### src/rtl/uart_loader_pkg.sv
// Shared types and constants for the UART program loader.
//   rx_state_e   : byte receiver states
//   word_state_e : word assembler / memory writer states
//   TERM_WORD_DEF: default end-of-program marker
package uart_loader_pkg;

  localparam logic [31:0] TERM_WORD_DEF = 32'h0000_0FFF;

  typedef enum logic [1:0] {
    RX_IDLE  = 2'd0,
    RX_START = 2'd1,
    RX_DATA  = 2'd2,
    RX_STOP  = 2'd3
  } rx_state_e;

  typedef enum logic [1:0] {
    W_LOAD  = 2'd0,
    W_WRITE = 2'd1,
    W_DONE  = 2'd2
  } word_state_e;

endpackage

### src/rtl/uart_rx_byte.sv
// 8N1 UART byte receiver with a 2-flop input synchroniser.
//   clk_i, rst_i  : clock, synchronous active-high reset
//   uart_rx_i     : asynchronous serial line, idle high
//   byte_o        : last received byte (valid with byte_valid_o)
//   byte_valid_o  : one-cycle pulse per byte with a good stop bit
//   frame_err_o   : sticky, set when a stop bit is sampled low
module uart_rx_byte
  import uart_loader_pkg::*;
#(
  parameter int unsigned CLKS_PER_BIT = 87
) (
  input  logic       clk_i,
  input  logic       rst_i,
  input  logic       uart_rx_i,
  output logic [7:0] byte_o,
  output logic       byte_valid_o,
  output logic       frame_err_o
);

  localparam int unsigned CNT_W = $clog2(CLKS_PER_BIT);
  localparam logic [CNT_W-1:0] HALF_M1 = CNT_W'(CLKS_PER_BIT / 2 - 1);
  localparam logic [CNT_W-1:0] FULL_M1 = CNT_W'(CLKS_PER_BIT - 1);

  logic             sync1_q, sync1_d;
  logic             sync2_q, sync2_d;
  logic             prev_q, prev_d;
  rx_state_e        state_q, state_d;
  logic [CNT_W-1:0] cnt_q, cnt_d;
  logic [2:0]       bit_q, bit_d;
  logic [7:0]       shift_q, shift_d;
  logic             valid_q, valid_d;
  logic             ferr_q, ferr_d;

  // State registers; synchroniser resets to the idle-high level
  always_ff @(posedge clk_i) begin
    if (rst_i) begin
      sync1_q <= 1'b1;
      sync2_q <= 1'b1;
      prev_q  <= 1'b1;
      state_q <= RX_IDLE;
      cnt_q   <= '0;
      bit_q   <= '0;
      shift_q <= '0;
      valid_q <= 1'b0;
      ferr_q  <= 1'b0;
    end else begin
      sync1_q <= sync1_d;
      sync2_q <= sync2_d;
      prev_q  <= prev_d;
      state_q <= state_d;
      cnt_q   <= cnt_d;
      bit_q   <= bit_d;
      shift_q <= shift_d;
      valid_q <= valid_d;
      ferr_q  <= ferr_d;
    end
  end

  // Byte FSM: all samples are taken relative to the start-bit midpoint,
  // which leaves margin for a stretched start bit
  always_comb begin
    sync1_d = uart_rx_i;
    sync2_d = sync1_q;
    prev_d  = sync2_q;
    state_d = state_q;
    cnt_d   = cnt_q;
    bit_d   = bit_q;
    shift_d = shift_q;
    valid_d = 1'b0;
    ferr_d  = ferr_q;

    unique case (state_q)
      RX_IDLE: begin
        if (prev_q && !sync2_q) begin
          state_d = RX_START;
          cnt_d   = '0;
        end
      end
      RX_START: begin
        if (cnt_q == HALF_M1) begin
          cnt_d = '0;
          bit_d = '0;
          // line back high at the midpoint means a glitch, not a start bit
          state_d = sync2_q ? RX_IDLE : RX_DATA;
        end else begin
          cnt_d = cnt_q + 1'b1;
        end
      end
      RX_DATA: begin
        if (cnt_q == FULL_M1) begin
          cnt_d   = '0;
          shift_d = {sync2_q, shift_q[7:1]};
          if (bit_q == 3'd7) begin
            state_d = RX_STOP;
          end else begin
            bit_d = bit_q + 1'b1;
          end
        end else begin
          cnt_d = cnt_q + 1'b1;
        end
      end
      RX_STOP: begin
        if (cnt_q == FULL_M1) begin
          cnt_d   = '0;
          state_d = RX_IDLE;
          if (sync2_q) begin
            valid_d = 1'b1;
          end else begin
            ferr_d = 1'b1;
          end
        end else begin
          cnt_d = cnt_q + 1'b1;
        end
      end
      default: state_d = RX_IDLE;
    endcase
  end

  assign byte_o       = shift_q;
  assign byte_valid_o = valid_q;
  assign frame_err_o  = ferr_q;

endmodule

### src/rtl/uart_prog_loader.sv
// UART boot loader: packs received bytes MSB first into 32-bit words and
// writes them to instruction RAM at consecutive addresses until the
// terminator word arrives.
//   clk_i, rst_i   : clock, synchronous active-high reset
//   uart_rx_i      : serial input, idle high
//   mem_req_o/mem_gnt_i/mem_addr_o/mem_wdata_o : RAM write port
//   ready_o        : accepting program bytes
//   done_o         : load finished (sticky)
//   word_cnt_o     : words written
//   frame_err_o, overrun_err_o, overflow_err_o : sticky error flags
module uart_prog_loader
  import uart_loader_pkg::*;
#(
  parameter int unsigned CLKS_PER_BIT = 87,
  parameter int unsigned MEM_DEPTH    = 256,
  parameter logic [31:0] TERM_WORD    = TERM_WORD_DEF
) (
  input  logic                         clk_i,
  input  logic                         rst_i,
  input  logic                         uart_rx_i,
  output logic                         mem_req_o,
  input  logic                         mem_gnt_i,
  output logic [$clog2(MEM_DEPTH)-1:0] mem_addr_o,
  output logic [31:0]                  mem_wdata_o,
  output logic                         ready_o,
  output logic                         done_o,
  output logic [$clog2(MEM_DEPTH):0]   word_cnt_o,
  output logic                         frame_err_o,
  output logic                         overrun_err_o,
  output logic                         overflow_err_o
);

  localparam int unsigned AW = $clog2(MEM_DEPTH);
  localparam int unsigned CW = AW + 1;
  localparam logic [CW-1:0] DEPTH_C = CW'(MEM_DEPTH);

  logic [7:0] rx_byte;
  logic       rx_valid;

  uart_rx_byte #(
    .CLKS_PER_BIT (CLKS_PER_BIT)
  ) u_rx (
    .clk_i        (clk_i),
    .rst_i        (rst_i),
    .uart_rx_i    (uart_rx_i),
    .byte_o       (rx_byte),
    .byte_valid_o (rx_valid),
    .frame_err_o  (frame_err_o)
  );

  word_state_e   state_q, state_d;
  logic [23:0]   asm_q, asm_d;
  logic [1:0]    idx_q, idx_d;
  logic [AW-1:0] addr_q, addr_d;
  logic [CW-1:0] cnt_q, cnt_d;
  logic          req_q, req_d;
  logic [31:0]   wdata_q, wdata_d;
  logic          ready_q, ready_d;
  logic          done_q, done_d;
  logic          ovr_q, ovr_d;
  logic          ovf_q, ovf_d;

  logic [31:0]   asm_word;
  logic          word_complete;
  logic [CW-1:0] cnt_inc;

  always_ff @(posedge clk_i) begin
    if (rst_i) begin
      state_q <= W_LOAD;
      asm_q   <= '0;
      idx_q   <= '0;
      addr_q  <= '0;
      cnt_q   <= '0;
      req_q   <= 1'b0;
      wdata_q <= '0;
      ready_q <= 1'b1;
      done_q  <= 1'b0;
      ovr_q   <= 1'b0;
      ovf_q   <= 1'b0;
    end else begin
      state_q <= state_d;
      asm_q   <= asm_d;
      idx_q   <= idx_d;
      addr_q  <= addr_d;
      cnt_q   <= cnt_d;
      req_q   <= req_d;
      wdata_q <= wdata_d;
      ready_q <= ready_d;
      done_q  <= done_d;
      ovr_q   <= ovr_d;
      ovf_q   <= ovf_d;
    end
  end

  // Word FSM; byte assembly keeps running while a write is pending
  always_comb begin
    state_d = state_q;
    asm_d   = asm_q;
    idx_d   = idx_q;
    addr_d  = addr_q;
    cnt_d   = cnt_q;
    req_d   = req_q;
    wdata_d = wdata_q;
    ready_d = ready_q;
    done_d  = done_q;
    ovr_d   = ovr_q;
    ovf_d   = ovf_q;

    asm_word      = {asm_q, rx_byte};
    word_complete = rx_valid && (idx_q == 2'd3) && (state_q != W_DONE);
    cnt_inc       = cnt_q + CW'(1);

    if (rx_valid && (state_q != W_DONE)) begin
      asm_d = {asm_q[15:0], rx_byte};
      idx_d = idx_q + 2'd1;
    end

    unique case (state_q)
      W_LOAD: begin
        if (word_complete) begin
          if (asm_word == TERM_WORD) begin
            state_d = W_DONE;
            done_d  = 1'b1;
            ready_d = 1'b0;
          end else begin
            state_d = W_WRITE;
            req_d   = 1'b1;
            wdata_d = asm_word;
          end
        end
      end
      W_WRITE: begin
        // a new word finishing here is dropped, even if the grant lands now
        if (word_complete) begin
          ovr_d = 1'b1;
        end
        if (mem_gnt_i) begin
          req_d = 1'b0;
          cnt_d = cnt_inc;
          if (cnt_inc == DEPTH_C) begin
            // address saturates; memory full ends the load
            state_d = W_DONE;
            done_d  = 1'b1;
            ready_d = 1'b0;
            ovf_d   = 1'b1;
          end else begin
            addr_d  = addr_q + AW'(1);
            state_d = W_LOAD;
          end
        end
      end
      W_DONE: begin
      end
      default: state_d = W_LOAD;
    endcase
  end

  assign mem_req_o      = req_q;
  assign mem_addr_o     = addr_q;
  assign mem_wdata_o    = wdata_q;
  assign ready_o        = ready_q;
  assign done_o         = done_q;
  assign word_cnt_o     = cnt_q;
  assign overrun_err_o  = ovr_q;
  assign overflow_err_o = ovf_q;

endmodule

### config.mk
export PLATFORM = sky130hd
export DESIGN_NAME = uart_prog_loader
export DESIGN_NICKNAME = d
export VERILOG_FILES = /design/src/rtl/uart_loader_pkg.sv /design/src/rtl/uart_rx_byte.sv /design/src/rtl/uart_prog_loader.sv
export SDC_FILE = /design/constraint.sdc
export NUM_CORES = 1
export LEC_CHECK = 0
export CAP_MARGIN = 10
export CORE_ASPECT_RATIO = 0.8
export CORE_UTILIZATION = 55
export CTS_CLUSTER_SIZE = 10
export DETAILED_ROUTE_END_ITERATION = 8
export GPL_TIMING_DRIVEN = 0
export PLACE_DENSITY = 0.8
export REMOVE_ABC_BUFFERS = 1
export SLEW_MARGIN = 5
export SYNTH_ARGS = -nofsm -noshare
export SYNTH_HDL_FRONTEND = slang
export SYNTH_HIERARCHICAL = 1
export SYNTH_SLANG_ARGS = --single-unit
### constraint.sdc
create_clock -name clk_i -period 2.5 [get_ports clk_i]
set_clock_uncertainty 0.15 [all_clocks]
set_input_delay 0.5 -clock clk_i [delete_from_list [all_inputs] [get_ports clk_i]]
set_output_delay 0.5 -clock clk_i [all_outputs]
set_load 0.05 [all_outputs]
# After elaboration in Yosys (flattened, before gate mapping)
# Index checks and enable logic that the tools add are counted.
dict set report totals {
  ff_bits 107
  wordCells 112
  inputBits 4
  out_inout_bits 55
}
dict set report op_classes {
  reduce_logical 23
  addsub 5
  n_eq_ne 23
  n_bitwise 6
  n_mux 35
}
# op count
set ops {}
lappend ops {{equality test 32 x 12 -> 1 bit (second input constant)} 1}
lappend ops {{2-to-1 mux 7 bit} 3}
lappend ops {{one-hot mux 7 bit (3 select lines)} 1}
lappend ops {{2-to-1 mux 2 bit} 10}
lappend ops {{AND reduction 3 bit} 5}
lappend ops {{!= test 2 bit (second input constant)} 7}
lappend ops {{2-to-1 mux 1 bit} 12}
lappend ops {{!= test 2 x 1 -> 1 bit (second input constant)} 5}
lappend ops {{AND reduction 5 bit} 2}
lappend ops {{adder 9 x 1 -> 9 bit (second input constant)} 1}
lappend ops {{equality test 9 bit (second input constant)} 1}
lappend ops {{2-to-1 mux 3 bit} 3}
lappend ops {{adder 8 x 1 -> 8 bit (second input constant)} 1}
lappend ops {{equality test 2 bit (second input constant)} 4}
lappend ops {{one-hot mux 2 bit (4 select lines)} 1}
lappend ops {{AND reduction 4 bit} 2}
lappend ops {{adder 7 x 1 -> 7 bit (second input constant)} 1}
lappend ops {{equality test 7 x 6 -> 1 bit (second input constant)} 1}
lappend ops {{equality test 7 bit (second input constant)} 1}
lappend ops {{NOT 1 bit} 6}
lappend ops {{one-hot mux 1 bit (2 select lines)} 3}
lappend ops {{one-hot mux 2 bit (3 select lines)} 1}
lappend ops {{one-hot mux 3 bit (2 select lines)} 1}
lappend ops {{AND reduction 2 bit} 3}
lappend ops {{other kinds (10)} 16}

# Depth between registers and ports, before layout
dict set report logic_depth {
  word_depth 5
  mapped_depth 8
  mapped_depth_nobuf 7
}

# Cells and area by module
# The synthesis kept the hierarchy.
# module area_each_um2 cells_per_inst seq_area_each_um2 instances
set by_module_without_submodules {}
lappend by_module_without_submodules {uart_prog_loader 3299.4 364 1641.6 1}
lappend by_module_without_submodules {uart_rx_byte 1162.4 136 500.5 1}

# Least setup slack after synthesis
# OpenSTA, ideal clock, no wires.
dict set report synth_path {
  kind {register to register}
  from {reg cnt_q[0], in the netlist word_cnt_o[0]}
  to {reg addr_q[2], in the netlist mem_addr_o[2]}
  path_stages_with_launch 9
  synth_period_minus_slack_ps 2547
  required_time_ps 2229
  n_path_buf 1
  path_slack_ps -47
  setup_ps 121
  arrival_ps 2276
  path_cell_list {dfxtp_1 -> ha_1 -> and2_1 -> a21oi_1 -> o31a_1 -> o31ai_2 -> buf_4 -> nor2_1 -> mux2_2}
}
dict set report synth_between {
  elab_chain_cells 4
}
# element line_no
set synth_lines {}
lappend synth_lines {{from (decl)} uart_prog_loader.sv:55} ;# logic [CW-1:0] cnt_q, cnt_d;
lappend synth_lines {{from (signal assigned)} uart_prog_loader.sv:85} ;# cnt_q <= cnt_d;
lappend synth_lines {{adder 9 x 1 -> 9 bit} uart_prog_loader.sv:111} ;# cnt_inc = cnt_q + CW'(1);
lappend synth_lines {{equality test 9 bit} uart_prog_loader.sv:140} ;# if (cnt_inc == DEPTH_C) begin
lappend synth_lines {{NOT 1 bit (no source line)} --}
lappend synth_lines {{AND reduction 3 bit (no source line)} --}
lappend synth_lines {{to (signal assigned)} uart_prog_loader.sv:84} ;# addr_q <= addr_d;
lappend synth_lines {{to (decl)} uart_prog_loader.sv:54} ;# logic [AW-1:0] addr_q, addr_d;
# No other way between the ends.
# A chain may end at the register's enable or synchronous reset.

# Worst setup path after layout
dict set report layout_path {
  from {reg cnt_q[3], in the netlist word_cnt_o[3]}
  to {out word_cnt_o[3]}
}
# element line_no
set layout_lines {}
lappend layout_lines {{to (decl)} uart_prog_loader.sv:27} ;# output logic [$clog2(MEM_DEPTH):0] word_cnt_o,
# No word-level cell between the ends.

==> metrics.txt <==
CP Launch Type=flip-flop; Hold Crit Class=reg2reg; Wirelength per Cell=14.4 um; CTS Sinks=107; PortBufs=58; status=complete, no violations; Syn. warnings=6; Worst Tran Pin Value=0.745 ns; PD cells=550 nW/um^2; Overflow after GRT=0; die area=8480 sq um; flops & latches, synth=107; max_slew headroom=49.9%; Critical-path top delay cell=clkdlybuf4s50_1; async set-reset flop share out of synthesis=0%; vias per cell=5.55; max incr delay on CP=0.87 ns; Die X-Extent=103 um; Global Route Usage Sum=23.4%; Max Cap Viol=0; CTS tree=yes; Leak Pwr=2.03 nW; top cell type's share of synthesized area=48.0%; WL final=9.43 mm; VDD IR max=484 uV; final hold violation count=0; Worst path top cell family by delay=buffers and inverters; Routability Congestion=0.766; vias post-DR=3637; antenna fix cells=0; Max Root-Sink Buffers=2; Achievable Freq=0.417 GHz; Starting Density=58.4%; Post-synth EDFFs=0; worst-path cell chain=clkdlybuf4s50_1; htree depth=3; clk root buf=clkbuf_8; Reg clk slew, reported paths=0.10 ns; Mapped Area=4460 sq um; Worst EP arrival=1.75 ns; FILL cells=610; Pwr Total=2.93 mW; share of cells above drive strength 1=7.64%; area grow syn2layout=19.5%; kind of critical path=reg2out; core footprint=7640 sq um; crit path buf inv count=1; count of final setup violators=0; Detailed Routing Iterations Pass 1=5; Post-Syn Instances=500; cell row count=28; register area share after synthesis=48.0%; initial drt markers=218; main area contributors after synthesis=dfxtp_1 (48%), mux2i_1 (7.9%), nand2_1 (7.0%); CTS Buf Count=9; I/O pins=59; DPL Wire Length=6.05 mm; post-route clock period utilization=96.0%; final std cells w/o fill=655; Routed Antenna Nets=0; area leader, netlist=dfxtp_1; fin. max-slew vios=0; CP max FO=8; pin count of the biggest net entering global routing=83; CP Capture Type=output pin; Critical Path RT=1.85 ns; Nets=557; DRC violations left=0; Yosys cell types=56; initial antenna violation count=0; Die Y=82.6 um; vias in the first global route=3283; Placed Cells=638; first-pass GRT wire length=15.3 mm; Mean Syn Cell Area=8.92 sq um; Post-CTS Setup Inserts=0; Clock Latency Late Sink=0.37 ns; min Tclk post-route=2.40 ns; prevailing post-synth register cell=dfxtp_1
## cell usage after synthesis (all sizes together) (2+ instances only)
master    n
a21o      2
nand2    84
or2       3
inv       7
and3      4
a21oi    57
o211ai    3
nand3    10
clkbuf   16
nor4b     2
nand4b    2
o21ai     8
ha        8
or3       5
mux2i    35
buf      12
nor2     56
xor2      6
a21boi    2
o22ai     5
dfxtp   107
nor2b     8
nor4      4
a31oi     3
o21a      2
nand2b    2
o31ai     4
and2b     3
nand4    10
or4       4
and2      4
nor3      8
xnor2     5
## registers in the layout, indices dropped and copies added, names as in the netlist, 2 cells and up, named ones only
register     count
asm_q           24
u_rx/byte_o      8
u_rx/bit_q       3
mem_addr_o       8
u_rx/cnt_q       7
mem_wdata_o     32
idx_q            2
word_cnt_o       9
state_q          2
## per-layer routing
layer	GRT usage, %	wire (um)	vias to the layer above
li1	-	-	1811
met1	29.8	4250	1701
met2	38.7	4550	109
met3	6.23	496	16
met4	7.29	132	0
met5	0	0	-
## power breakdown
part           switching, mW  total [mW]  internal (mW)  leakage, nW
registers            0.00438        1.71           1.71        0.863
logic                 0.0357      0.0508         0.0152         1.06
clock network          0.576        1.17          0.594        0.117
total                  0.616        2.93           2.32         2.03
## layout make-up
class                   count  area [sq um]  share of cell area [%]
clock buffers              10           138                    2.58
repair buffers             61           636                    11.9
inverters                   7          26.3                   0.493
multi-input cells         359          2170                    40.7
flip-flops and latches    107          2140                    40.2
well taps                 105           131                    2.46
clock inverters             6          87.6                    1.64
## logic make-up after synthesis
| family | share of synthesized area, % |
|---|---|
| adder cells (fa/ha/maj) | 2.24 |
| XOR/XNOR | 2.16 |
| AND/OR/NAND/NOR | 22.7 |
| flip-flops | 48.0 |
| AO/OA/AOI/OAI | 12.3 |
| multiplexers | 8.10 |
| buffers and inverters | 4.54 |
## final timing paths
kind | start | end | slack (ns) | depth (start not counted)
max | word_cnt_o[3] | word_cnt_o[3] | 0.1 | 1
min | u_rx/sync1_q | u_rx/prev_d | 0.27 | 1
max reg2reg | word_cnt_o[1] | mem_addr_o[5] | 0.13 | 7
min reg2reg | u_rx/sync1_q | u_rx/prev_d | 0.27 | 1
## stage by stage
step / setup TNS [ns] / utilization [%] / setup slack (ns) / hold WS (ns) / instance area [sq um]
floorplan: -0.933 / - / -0.211 / 0.239 / 4290
global placement: -159.26 / 65.4 / -1.72 / 0.242 / 5000
detailed placement: -1.10 / 66.3 / -0.181 / 0.250 / 5060
CTS: 0 / 69.4 / 0.0261 / 0.274 / 5300
global route: -0.00341 / 69.8 / -0.00319 / 0.298 / 5330
finish: 0 / 69.8 / 0.0995 / 0.271 / 5330
## placed cells by master (no fill, tap or decap), types with 5 or more instances in the layout
cell             Yosys  final
a21oi_1             57     57
clkbuf_8             0     10
clkdlybuf4s50_1      0     57
dfxtp_1            107    106
ha_1                 8      8
inv_1                7      7
mux2i_1             35     35
nand2_1             83     83
nand3_1              9      9
nand4_1             10     10
nor2_1              56     56
nor2b_1              8      8
nor3_1               8      8
o21ai_0              6      6
o22ai_1              5      5
or3_1                5      5
xnor2_1              5      5
xor2_1               6      6
## timing repair
item                                    CTS  global route
pin swaps                                 0             1
hold buffers                              0             0
gates resized for setup                   2             3
gates cloned                              0             1
endpoints found under the setup margin   40            11
(Power assumes the default switching activity.)
